===== config.mk =====
export PLATFORM = sky130hd
export DESIGN_NAME = score_keeper
export DESIGN_NICKNAME = d
export VERILOG_FILES = /design/src/rtl/score_keeper_pkg.sv /design/src/rtl/score_bcd_counter.sv /design/src/rtl/score_keeper.sv
export SDC_FILE = /design/constraint.sdc
export NUM_CORES = 1
export LEC_CHECK = 0
export BUFFER_PORTS_ARGS = -buffer_cell sky130_fd_sc_hd__buf_2
export CORE_ASPECT_RATIO = 0.5
export CORE_UTILIZATION = 62
export DETAILED_ROUTE_END_ITERATION = 6
export GPL_ROUTABILITY_DRIVEN = 0
export PLACE_DENSITY = 0.78
export SYNTH_ARGS = -nofsm -noshare
export SYNTH_HDL_FRONTEND = slang
export SYNTH_SLANG_ARGS = --single-unit

===== constraint.sdc =====
create_clock -name i_Clk -period 3.35 [get_ports i_Clk]
set_clock_uncertainty 0.2 [all_clocks]
set_input_delay 0.5025 -clock i_Clk [delete_from_list [all_inputs] [get_ports i_Clk]]
set_output_delay 0.5025 -clock i_Clk [all_outputs]
set_load 0.01 [all_outputs]

===== src/rtl/score_keeper_pkg.sv =====
// rtl/score_keeper_pkg.sv - shared state encodings, register addresses and BCD compare helper
package score_keeper_pkg;

  typedef enum logic [2:0] {
    IDLE_S    = 3'd0,
    PLAYING_S = 3'd1,
    HIT_S     = 3'd2,
    PAUSED_S  = 3'd3,
    OVER_S    = 3'd4
  } state_t;

  localparam int REG_HIGH   = 0;
  localparam int REG_PLAYED = 1;
  localparam int REG_LAST   = 2;
  localparam int REG_LIVES  = 3;

  // Digit-wise compare, tens first; the packed byte orders the same way
  function automatic logic bcd_gt(input logic [3:0] a_tens, input logic [3:0] a_ones,
                                  input logic [3:0] b_tens, input logic [3:0] b_ones);
    return (a_tens > b_tens) || ((a_tens == b_tens) && (a_ones > b_ones));
  endfunction

endpackage


===== src/rtl/score_bcd_counter.sv =====
// rtl/score_bcd_counter.sv - two-digit saturating BCD incrementer with synchronous clear
module score_bcd_counter (
  input  logic       clk,
  input  logic       reset,
  input  logic       clear,
  input  logic       inc,
  output logic [3:0] tens,
  output logic [3:0] ones
);

  logic at_max;
  assign at_max = (tens == 4'd9) && (ones == 4'd9);

  always_ff @(posedge clk) begin
    if (reset || clear) begin
      tens <= 4'd0;
      ones <= 4'd0;
    end else if (inc && !at_max) begin
      if (ones == 4'd9) begin
        ones <= 4'd0;
        tens <= tens + 4'd1;
      end else begin
        ones <= ones + 4'd1;
      end
    end
  end

endmodule


===== src/rtl/score_keeper.sv =====
// rtl/score_keeper.sv - game score/lives tracker with game-over commit into a 32x8 register file
module score_keeper
  import score_keeper_pkg::*;
#(
  parameter int C_LIVES_INI = 3,
  parameter int C_DEPTH     = 32,
  parameter int C_ADDR_BITS = 5,
  parameter int C_DATA_BITS = 8
) (
  input  logic                   i_Clk,
  input  logic                   i_Reset,
  input  logic                   i_Game_Active,
  input  logic                   i_Has_Collided,
  input  logic                   i_Level_Up,
  input  logic                   i_write_en,
  input  logic [C_ADDR_BITS-1:0] i_write_addr,
  input  logic [C_DATA_BITS-1:0] i_write_data,
  input  logic                   i_read_en,
  input  logic [C_ADDR_BITS-1:0] i_read_addr,
  output logic [C_DATA_BITS-1:0] o_read_data,
  output logic                   o_read_valid,
  output logic [3:0]             o_Score_Tens,
  output logic [3:0]             o_Score_Ones,
  output logic [1:0]             o_Lives,
  output logic                   o_Game_Over,
  output logic                   o_New_High
);

  state_t                 state;
  logic [1:0]             lives;
  logic [C_DATA_BITS-1:0] regs [C_DEPTH];

  logic [1:0] lives_cfg;
  logic [1:0] start_lives;
  logic       score_clear;
  logic       score_inc;
  logic [7:0] score_packed;
  logic       beats_high;
  logic       commit_blocks_write;

  assign lives_cfg    = regs[REG_LIVES][1:0];
  assign start_lives  = (lives_cfg == 2'd0) ? 2'd1 : lives_cfg;
  assign score_clear  = (state == IDLE_S) && i_Game_Active;
  // A collision in the same cycle swallows the level-up
  assign score_inc    = (state == PLAYING_S) && i_Level_Up && !i_Has_Collided;
  assign score_packed = {o_Score_Tens, o_Score_Ones};
  assign beats_high   = bcd_gt(o_Score_Tens, o_Score_Ones,
                               regs[REG_HIGH][7:4], regs[REG_HIGH][3:0]);
  assign commit_blocks_write = (state == OVER_S) && (int'(i_write_addr) <= REG_LAST);

  score_bcd_counter u_score (
    .clk   (i_Clk),
    .reset (i_Reset),
    .clear (score_clear),
    .inc   (score_inc),
    .tens  (o_Score_Tens),
    .ones  (o_Score_Ones)
  );

  always_ff @(posedge i_Clk) begin
    if (i_Reset) begin
      state       <= IDLE_S;
      lives       <= 2'(C_LIVES_INI);
      o_Game_Over <= 1'b0;
      o_New_High  <= 1'b0;
    end else begin
      o_Game_Over <= 1'b0;
      o_New_High  <= 1'b0;
      case (state)
        IDLE_S: begin
          if (i_Game_Active) begin
            state <= PLAYING_S;
            lives <= start_lives;
          end
        end
        PLAYING_S: begin
          if (i_Has_Collided) begin
            lives <= lives - 2'd1;
            state <= HIT_S;
          end
        end
        HIT_S: begin
          if (!i_Has_Collided) begin
            state <= (lives == 2'd0) ? OVER_S : PAUSED_S;
          end
        end
        PAUSED_S: begin
          if (i_Game_Active) begin
            state <= PLAYING_S;
          end
        end
        OVER_S: begin
          o_Game_Over <= 1'b1;
          o_New_High  <= beats_high;
          state       <= IDLE_S;
        end
        default: state <= IDLE_S;
      endcase
    end
  end

  assign o_Lives = lives;

  // Commit writes come after the external write so they win on regs 0-2
  always_ff @(posedge i_Clk) begin
    if (i_Reset) begin
      for (int i = 0; i < C_DEPTH; i++) begin
        regs[i] <= (i == REG_LIVES) ? C_DATA_BITS'(C_LIVES_INI) : '0;
      end
    end else begin
      if (i_write_en && !commit_blocks_write) begin
        regs[i_write_addr] <= i_write_data;
      end
      if (state == OVER_S) begin
        regs[REG_LAST] <= score_packed;
        if (regs[REG_PLAYED] != 8'hFF) begin
          regs[REG_PLAYED] <= regs[REG_PLAYED] + 8'd1;
        end
        if (beats_high) begin
          regs[REG_HIGH] <= score_packed;
        end
      end
    end
  end

  always_ff @(posedge i_Clk) begin
    if (i_Reset) begin
      o_read_valid <= 1'b0;
      o_read_data  <= '0;
    end else begin
      o_read_valid <= i_read_en;
      if (i_read_en) begin
        o_read_data <= regs[i_read_addr];
      end
    end
  end

endmodule

; Word-level counts from Yosys, hierarchy flattened
; Memories as Yosys holds them, arrays and structs flattened. A register that Yosys moved wholly into a read port is not among the register bits.
; Cells that the tools add are included.
[op_classes]
addsub = 4
mul = 0
div_mod_pow = 0
n_lt_le_gt_ge = 3
n_eq_ne = 12
shifts = 0
mux = 32
bitwise = 4
n_reduce_logical = 23
[ops]
columns = op, count
row1 = 2-to-1 mux 8 bit, 4
row2 = 2-to-1 mux 1 bit, 17
row3 = 2-to-1 mux 3 bit, 4
row4 = one-hot mux 3 bit (3 select lines), 1
row5 = "adder 4 x 1 -> 4 bit, second input constant", 2
row6 = "adder 8 x 1 -> 8 bit, second input constant", 1
row7 = "equality test 4 bit, second input constant", 2
row8 = > comparator 4 bit, 2
row9 = logical AND 1 bit, 8
row10 = "inequality test 8 bit, second input constant", 1
row11 = OR reduction 8 bit, 1
row12 = "equality test 3 x 2 -> 1 bit, second input constant", 2
row13 = 2-to-1 mux 2 bit, 3
row14 = "inequality test 2 bit, second input constant", 3
row15 = AND reduction 3 bit, 2
row16 = "less-or-equal comparator 5 x 2 -> 1 bit, second input constant", 1
row17 = 2-to-1 mux 5 bit, 1
row18 = equality test 4 bit, 1
row19 = logical NOT 2 bit, 2
row20 = 2-to-1 mux 4 bit, 1
row21 = one-hot mux 2 bit (2 select lines), 1
row22 = OR reduction 2 bit, 2
row23 = "equality test 3 x 1 -> 1 bit, second input constant", 1
row24 = "equality test 3 bit, second input constant", 1
row25 = other kinds (9), 14
[totals]
ff_bits = 16
latchBits = 0
ramBits = 256
rom_bits = 0
in_bits = 25
out_inout_bits = 21
elab_cells = 86
n_memories = 1
[mem_list]
columns = name, words, width, read_ports, rd_ports_with_merged_regs, write_ports, line
row1 = regs, 32, 8, 4, 1, 32, score_keeper.sv:31  ; logic [C_DATA_BITS-1:0] regs [C_DEPTH];

; Logic depth before layout (Yosys ltp)
; Gate-level depths: netlist of run 1.
[depth]
depth_word = 9
mapped_depth = 7
depth_no_buf = 7

; By module
; Synthesis of run 1 repeated with hierarchy kept, for this count alone.
[unflattened]
hier_cells = 1072
hier_area_um2 = 13549.2
[by_module_without_submodules]
columns = mod, n_inst, cells_each, area_each_um2, seq_area_each_um2
row1 = score_keeper, 1, 1025, 13143.9, 8007.7
row2 = score_bcd_counter, 1, 47, 405.4, 160.2

; Worst setup path after synthesis of run 1
; OpenSTA, ideal clock, no wires.
[synth_path]
path_kind = register to register
startpoint = register u_score.tens[0]
endpoint = memory regs[0][0] (enable)
setup_time_ns = 0.387
t_arrival_ns = 2.013
required_time_ns = 2.763
path_slack_ns = 0.751
stages_incl_launch_ff = 8
path_buffers = 0
synth_period_minus_slack_ns = 2.599
path_cell_list = dfxtp_1 > inv_1 > ha_1 > nand2b_1 > a21o_1 > a21o_1 > a21oi_1 > o31ai_1
[synth_rtl]
columns = item, line
row1 = start: declaration, score_bcd_counter.sv:7  ; output logic [3:0] tens,
row2 = start signal: assignment, score_bcd_counter.sv:21  ; tens <= tens + 4'd1;
row3 = end: declaration, score_keeper.sv:31

==> impl_metrics.tcl, run 1 <==
set metrics [dict create \
    setup-violations-final 0 \
    port_buffers 45 \
    hold_buffers 0 \
    yosys_warnings 0 \
    sw_frac_of_total_pct 22.5 \
    synth_area_um2 13600 \
    rsz0062_at_grt "no" \
    numCtsBuffers 24 \
    die_w_um 211 \
    grt_pass1_wl_um 49900 \
    mostFrequentLayoutCell "edfxtp_1" \
    core_area_um2 21000 \
    num-fill-cells 1461 \
    hp-class "input pin to flip-flop" \
    path_clk_slew_ns 0.07 \
    area_delta_synth_final_pct 10.5 \
    ctsResizeCount 0 \
    min_period_over_period_pct 83.5 \
    critPathSlowestCell "a21oi_1" \
    relSlewSlack_pct 39.6 \
    worst_path_most_repeated_cell "a21o_1" \
    wl_per_cell_um 22.7 \
    layout_common_cells "256 x edfxtp_1, 233 x and2_1, 130 x mux2i_1" \
    track_usage_pct 29.7 \
    diodes 0 \
    endpoint_kind "flip-flop" \
    max_freq_ghz 0.357 \
    reg2reg_depth 8 \
    clk_path_buf_depth 3 \
    crit_arrival_ns 2.88 \
    insertion_delay_ns 0.52 \
    syn_area_per_cell_um2 12.4 \
    grt_max_degree 38 \
    ff_latch_area_um2 8170 \
    drive_gt1_share_pct 13.9 \
    cp_max_fo 10 \
    worst_ep_required_time_ns 3.43 \
    worstPathCellList "inv_1 -> ha_1 -> nand2b_1 -> a21o_1 -> a21o_1 -> a21oi_1 -> o31ai_1 -> buf_4" \
    viasPerCell 6.13 \
    path_class "flip-flop to flip-flop" \
    synth_top_cell_by_area "edfxtp_1" \
    power_density_nw_per_um2 509 \
    timing.rr.end "regs[0][7]$_DFFE_PP_" \
    start_util_pct 64.6 \
    place_ws_ns 0.582 \
    rows 37 \
    synthArstFlopShare_pct 0 \
    finalMaxSlewViolations 0 \
    synth_ff_type "edfxtp_1" \
    die_y_um 107 \
    multi_input_area_um2 5030 \
    outcome "finished, final reports clean" \
    die-area_um2 22500 \
    p_seq_share_pct 53.1 \
    slowest_delay_ns 0.60 \
    ctsRootBufferMaster "clkbuf_16" \
    dr_total_vias 8833 \
    syn_inst 1095 \
    combPwrFrac_pct 8.0 \
    max_cap_violations 0 \
    cp-endpoint "regs[0][7]$_DFFE_PP_" \
    crit_start "u_score.tens[0]$_SDFFE_PP0P_" \
    synth_area_leaders "edfxtp_1 57%, and2_1 11%, mux2i_1 9.6%, dfxtp_1 3.5%, a22oi_1 3.5%" \
    htreeDepth 1 \
    tightest_slew_ns 0.907 \
    firstDrtPassIters 5 \
    rrSetupSlack_ns 0.55 \
    overflow 0 \
    cts_setup_buffers 0 \
    worst_setup_path_start_kind "flip-flop" \
    power_leakage_nw 5.77 \
    syn-num-nets 1132 \
    cts_sinks 280 \
    fin_ws_ns 0.551 \
    synth_cell_type_count 48 \
    cts_tree "yes" \
    ant_nets 0 \
    yosysSeqAreaShare_pct 60.1 \
    clkPwrFrac_pct 38.9 \
    hold_violations 0 \
    r2r-start "u_score.tens[0]$_SDFFE_PP0P_" \
    io_pins 46 \
    intPower_mw 5.92 \
    p_sw_mw 1.72 \
    fin_crit_ns 2.80 \
    synth_edf_count 256 \
    yosys_register_bits 280 \
    nNetsFinal 1169 \
    drc 0 \
    fin_tns_setup_ns 0 \
    netlist.area_leader.share_pct 56.6 \
    drt-total-wl_um 32700 \
    antenna_found_initial 0 \
    dpl.hpwl_um 21700 \
    drtIter0Drc 1063 \
    grt_pass1_vias 8571 \
    vdd_ir_drop_max_mv 0.363 \
]
cell usage after synthesis (2+ instances only):
master	number
nand2b_1	11
or3_1	6
and2_1	233
a22oi_1	64
or4b_1	2
nor3b_1	2
nor3b_2	3
nand3_1	8
nand4b_1	2
buf_1	2
a21o_1	3
or2_1	2
o31ai_1	9
clkbuf_1	51
nor2b_1	7
buf_2	3
nor4_1	4
a21oi_1	41
o21ai_0	6
a211o_1	2
or4_1	8
a211oi_1	7
nor2_1	56
ha_1	12
o21ai_1	3
edfxtp_1	256
a211oi_2	2
nand4_1	3
a22o_1	3
buf_4	8
xor2_1	5
dfxtp_1	24
or2_2	31
nand2_1	52
buf_6	6
mux2i_1	130
inv_1	13
xnor2_1	5
metrics by stage:
step	area (um2)	util (%)	hold slack, ns	cells	power [mW]
final	15000	71.4	0.114	1442	7.65
after global routing	15000	71.4	0.139	1442	7.83
after CTS	15000	71.4	0.107	1442	7.64
after detailed placement	14200	67.4	0.290	1398	4.73
after global placement	14200	67.4	0.271	1398	4.71
after floorplan	13600	-	0.305	1095	4.50
registers in the layout, indices dropped and copies added, names as in the netlist:
| signal | cells |
|---|---|
| u_score.tens | 4 |
| o_Lives | 2 |
| o_read_valid | 1 |
| o_read_data | 8 |
| o_Game_Over | 1 |
| regs | 256 |
| state | 3 |
| u_score.ones | 4 |
| o_New_High | 1 |
worst min path at each step:
stage	from	endpoint	slack [ns]	cells past startpoint
after global routing	i_Game_Active	state[1]$_SDFFE_PP0P_	0.14	4
after floorplan	o_read_data[1]$_SDFFE_PP0P_	o_read_data[1]$_SDFFE_PP0P_	0.30	2
after CTS	i_Game_Active	state[1]$_SDFFE_PP0P_	0.11	4
after detailed placement	o_Lives[1]$_SDFFE_PP1P_	o_Lives[1]$_SDFFE_PP1P_	0.29	1
after global placement	o_Lives[1]$_SDFFE_PP1P_	o_Lives[1]$_SDFFE_PP1P_	0.27	1
final	i_Game_Active	state[1]$_SDFFE_PP0P_	0.11	4
kinds of logic (layout without fill, tap and decap cells):
logic type	after synthesis	in the layout	share of synthesized area [%]
AOI/OAI and AO/OA	144	144	7.25
adders and majority gates	12	12	1.11
and+or+nand+nor	435	435	18.3
buffers and inverters	83	138	2.87
DFF	280	280	60.1
muxes	131	131	9.66
xor gates and xnor gates	10	10	0.645
critical path, delay by kind of cell (launching register included):
family                     cells  cell delay, ns
buffers and inverters          2            0.34
DFF                            1            0.47
and+or+nand+nor                1            0.14
AOI/OAI and AO/OA              4            1.10
adders and majority gates      1            0.32
power by group through the flow:
stage / Clock [mW] / Combinational (mW) / Sequential (mW)
4_1_cts: 2.97 / 0.602 / 4.06
5_1_grt: 3.11 / 0.652 / 4.07
3_3_place_gp: 0 / 0.583 / 4.13
2_1_floorplan: 0 / 0.397 / 4.11
3_5_place_dp: 0 / 0.599 / 4.14
6_report: 2.97 / 0.609 / 4.06
routing by layer:
metal | up-vias | part of all wire, % | track usage [%]
met2 | 410 | 47 | 47.9
met3 | 44 | 8.9 | 5.71
met1 | 4347 | 43 | 42.3
met4 | 0 | 1.6 | 5.85
met5 | - | 0 | 0
li1 | 4032 | - | -
final cells by class:
type                            count  share of cell area [%]
Clock buffer                       39                    5.12
Clock inverter                      5                   0.542
Inverter                           13                   0.325
Multi-Input combinational cell    732                    33.5
Sequential cell                   280                    54.4
Tap cell                          292                    2.43
Timing Repair Buffer               81                    3.67
Power figures use the tool's default switching activity.
==> run 2: changes to the inputs <==
- clock period: 3.35 -> 2.9 ns (I/O delays scaled with it)
==> impl_metrics.tcl, run 2 (synthesis gave the netlist of run 1 again) <==
set metrics [dict create \
    cp_max_fo 9 \
    path_class "flip-flop to flip-flop" \
    regMostFlops "regs" \
    crit_arrival_ns 2.62 \
    viasPerCell 6.15 \
    rrSetupSlack_ns 0.30 \
    cp-endpoint "regs[2][5]$_DFFE_PP_" \
    vdd_ir_drop_max_mv 0.480 \
    ant_nets 0 \
    max_cap_violations 0 \
    cts_sinks 280 \
    drive_gt1_share_pct 14.4 \
    die-area_um2 22500 \
    worst_ep_required_time_ns 2.92 \
    dpl.hpwl_um 21800 \
    mostFrequentLayoutCell "edfxtp_1" \
    hp-class "input pin to flip-flop" \
    timing.rr.end "regs[2][5]$_DFFE_PP_" \
    tightest_slew_ns 0.974 \
    nNetsFinal 1179 \
    wl_met2_um 15900 \
    track_usage_pct 30.5 \
    min_period_over_period_pct 89.5 \
    grt_max_degree 50 \
    power_leakage_nw 5.79 \
    crit_start "state[2]$_SDFFE_PP0P_" \
    path_clk_slew_ns 0.07 \
    grt_pass1_vias 8721 \
    firstDrtPassIters 6 \
    antenna_found_initial 1 \
    drtIter0Drc 960 \
    die_w_um 211 \
    cts_tree "yes" \
    wl_per_cell_um 23.3 \
    outcome "finished, final reports clean" \
    grt_pass1_wl_um 50800 \
    dr_total_vias 8924 \
    drt-total-wl_um 33800 \
    drc 0 \
    top_regs "regs x256, o_read_data x8" \
    fin_crit_ns 2.60 \
    htreeDepth 1 \
    largest_reg_flops 256 \
    insertion_delay_ns 0.53 \
    core_area_um2 21000 \
    clk_path_buf_depth 3 \
    finalMaxSlewViolations 0 \
    top_layer_used "met5" \
    layout_common_cells "256 x edfxtp_1, 233 x and2_1, 130 x mux2i_1" \
    endpoint_kind "flip-flop" \
    area_delta_synth_final_pct 10.5 \
    start_util_pct 64.6 \
    max_freq_ghz 0.385 \
    overflow 0 \
    holdPathStages 4 \
    setup-violations-final 0 \
    worst_setup_path_start_kind "flip-flop" \
    relSlewSlack_pct 35.1 \
    hold_violations 0 \
    slowest_delay_ns 0.51 \
    worstPathCellList "or3b_1 -> o311ai_2 -> nor3b_2 -> or3_1" \
    die_y_um 107 \
    ctsRootBufferMaster "clkbuf_16" \
    final_util_pct 71.4 \
    port_buffers 45 \
    reg2reg_depth 4 \
    met3_length_um 2950 \
    r2r-start "state[2]$_SDFFE_PP0P_" \
    diodes 0 \
    power_density_nw_per_um2 577 \
    rsz0062_at_grt "no" \
    fin_tns_setup_ns 0 \
    io_pins 46 \
    critPathSlowestCell "or3b_1" \
    wirelength_met1_um 14200 \
    numCtsBuffers 25 \
    rows 37 \
]
run 2: changes by cell type in the layout (fill, tap and decap cells not counted):
cell	delta
o31ai_2	+1
clkinv_2	+4
inv_8	-1
inv_6	+1
buf_4	+9
o31ai_1	-1
clkbuf_8	-8
clkbuf_1	+1
clkinv_1	+2
clkinv_4	+1
run 2: power breakdown:
group	total, mW	switching, mW	leakage, nW	internal (mW)
clock network	3.27	1.47	0.386	1.80
logic	0.713	0.470	2.75	0.243
registers	4.69	0.0888	2.65	4.60
run 2: repair_timing:
item | 4_1_cts | 5_1_grt
setup endpoints to repair | 0 | 8
hold buffers | 0 | 0
buffers inserted | 0 | 0
resized for setup | 0 | 1
run 2: through the flow:
| step | setup WS, ns | hold slack, ns | std cells | power [mW] | instance area [um2] |
|---|---|---|---|---|---|
| floorplan | 0.301 | 0.305 | 1095 | 5.20 | 13600 |
| global placement | 0.204 | 0.277 | 1407 | 5.45 | 14200 |
| detailed placement | 0.0707 | 0.294 | 1407 | 5.48 | 14200 |
| CTS | 0.200 | 0.0317 | 1451 | 8.67 | 15000 |
| global route | 0.113 | 0.0750 | 1451 | 8.88 | 15000 |
| finish | 0.304 | 0.0356 | 1451 | 8.67 | 15000 |
run 2: critical path: cells and delay by family, from the launching register on:
kind | cells | cell delay (ns)
simple gates | 3 | 1.20
flops | 1 | 0.46
compound gates | 1 | 0.44
run 2: worst min-delay path by stage:
stage | from | end | slack [ns]
floorplan | o_read_data[1]$_SDFFE_PP0P_ | o_read_data[1]$_SDFFE_PP0P_ | 0.30
global placement | o_Lives[1]$_SDFFE_PP1P_ | o_Lives[1]$_SDFFE_PP1P_ | 0.28
detailed placement | o_Lives[1]$_SDFFE_PP1P_ | o_Lives[1]$_SDFFE_PP1P_ | 0.29
CTS | i_Game_Active | state[1]$_SDFFE_PP0P_ | 0.03
global route | i_Game_Active | state[1]$_SDFFE_PP0P_ | 0.07
finish | i_Game_Active | state[1]$_SDFFE_PP0P_ | 0.04
run 2: per-layer routing:
| metal | GRT usage [%] | vias to the layer above |
|---|---|---|
| met1 | 43.1 | 4397 |
| met4 | 7.45 | 2 |
| met5 | 0 | - |
| met2 | 49.7 | 413 |
| li1 | - | 4042 |
| met3 | 5.07 | 70 |
run 2: layout make-up:
type	instances	area, um2
inverters	13	48.8
clock buffers	32	662
clock inverters	12	115
repair buffers	90	619
multi-input cells	732	5040
flip-flops and latches	280	8170
well taps	292	365
fillers	1441	6000
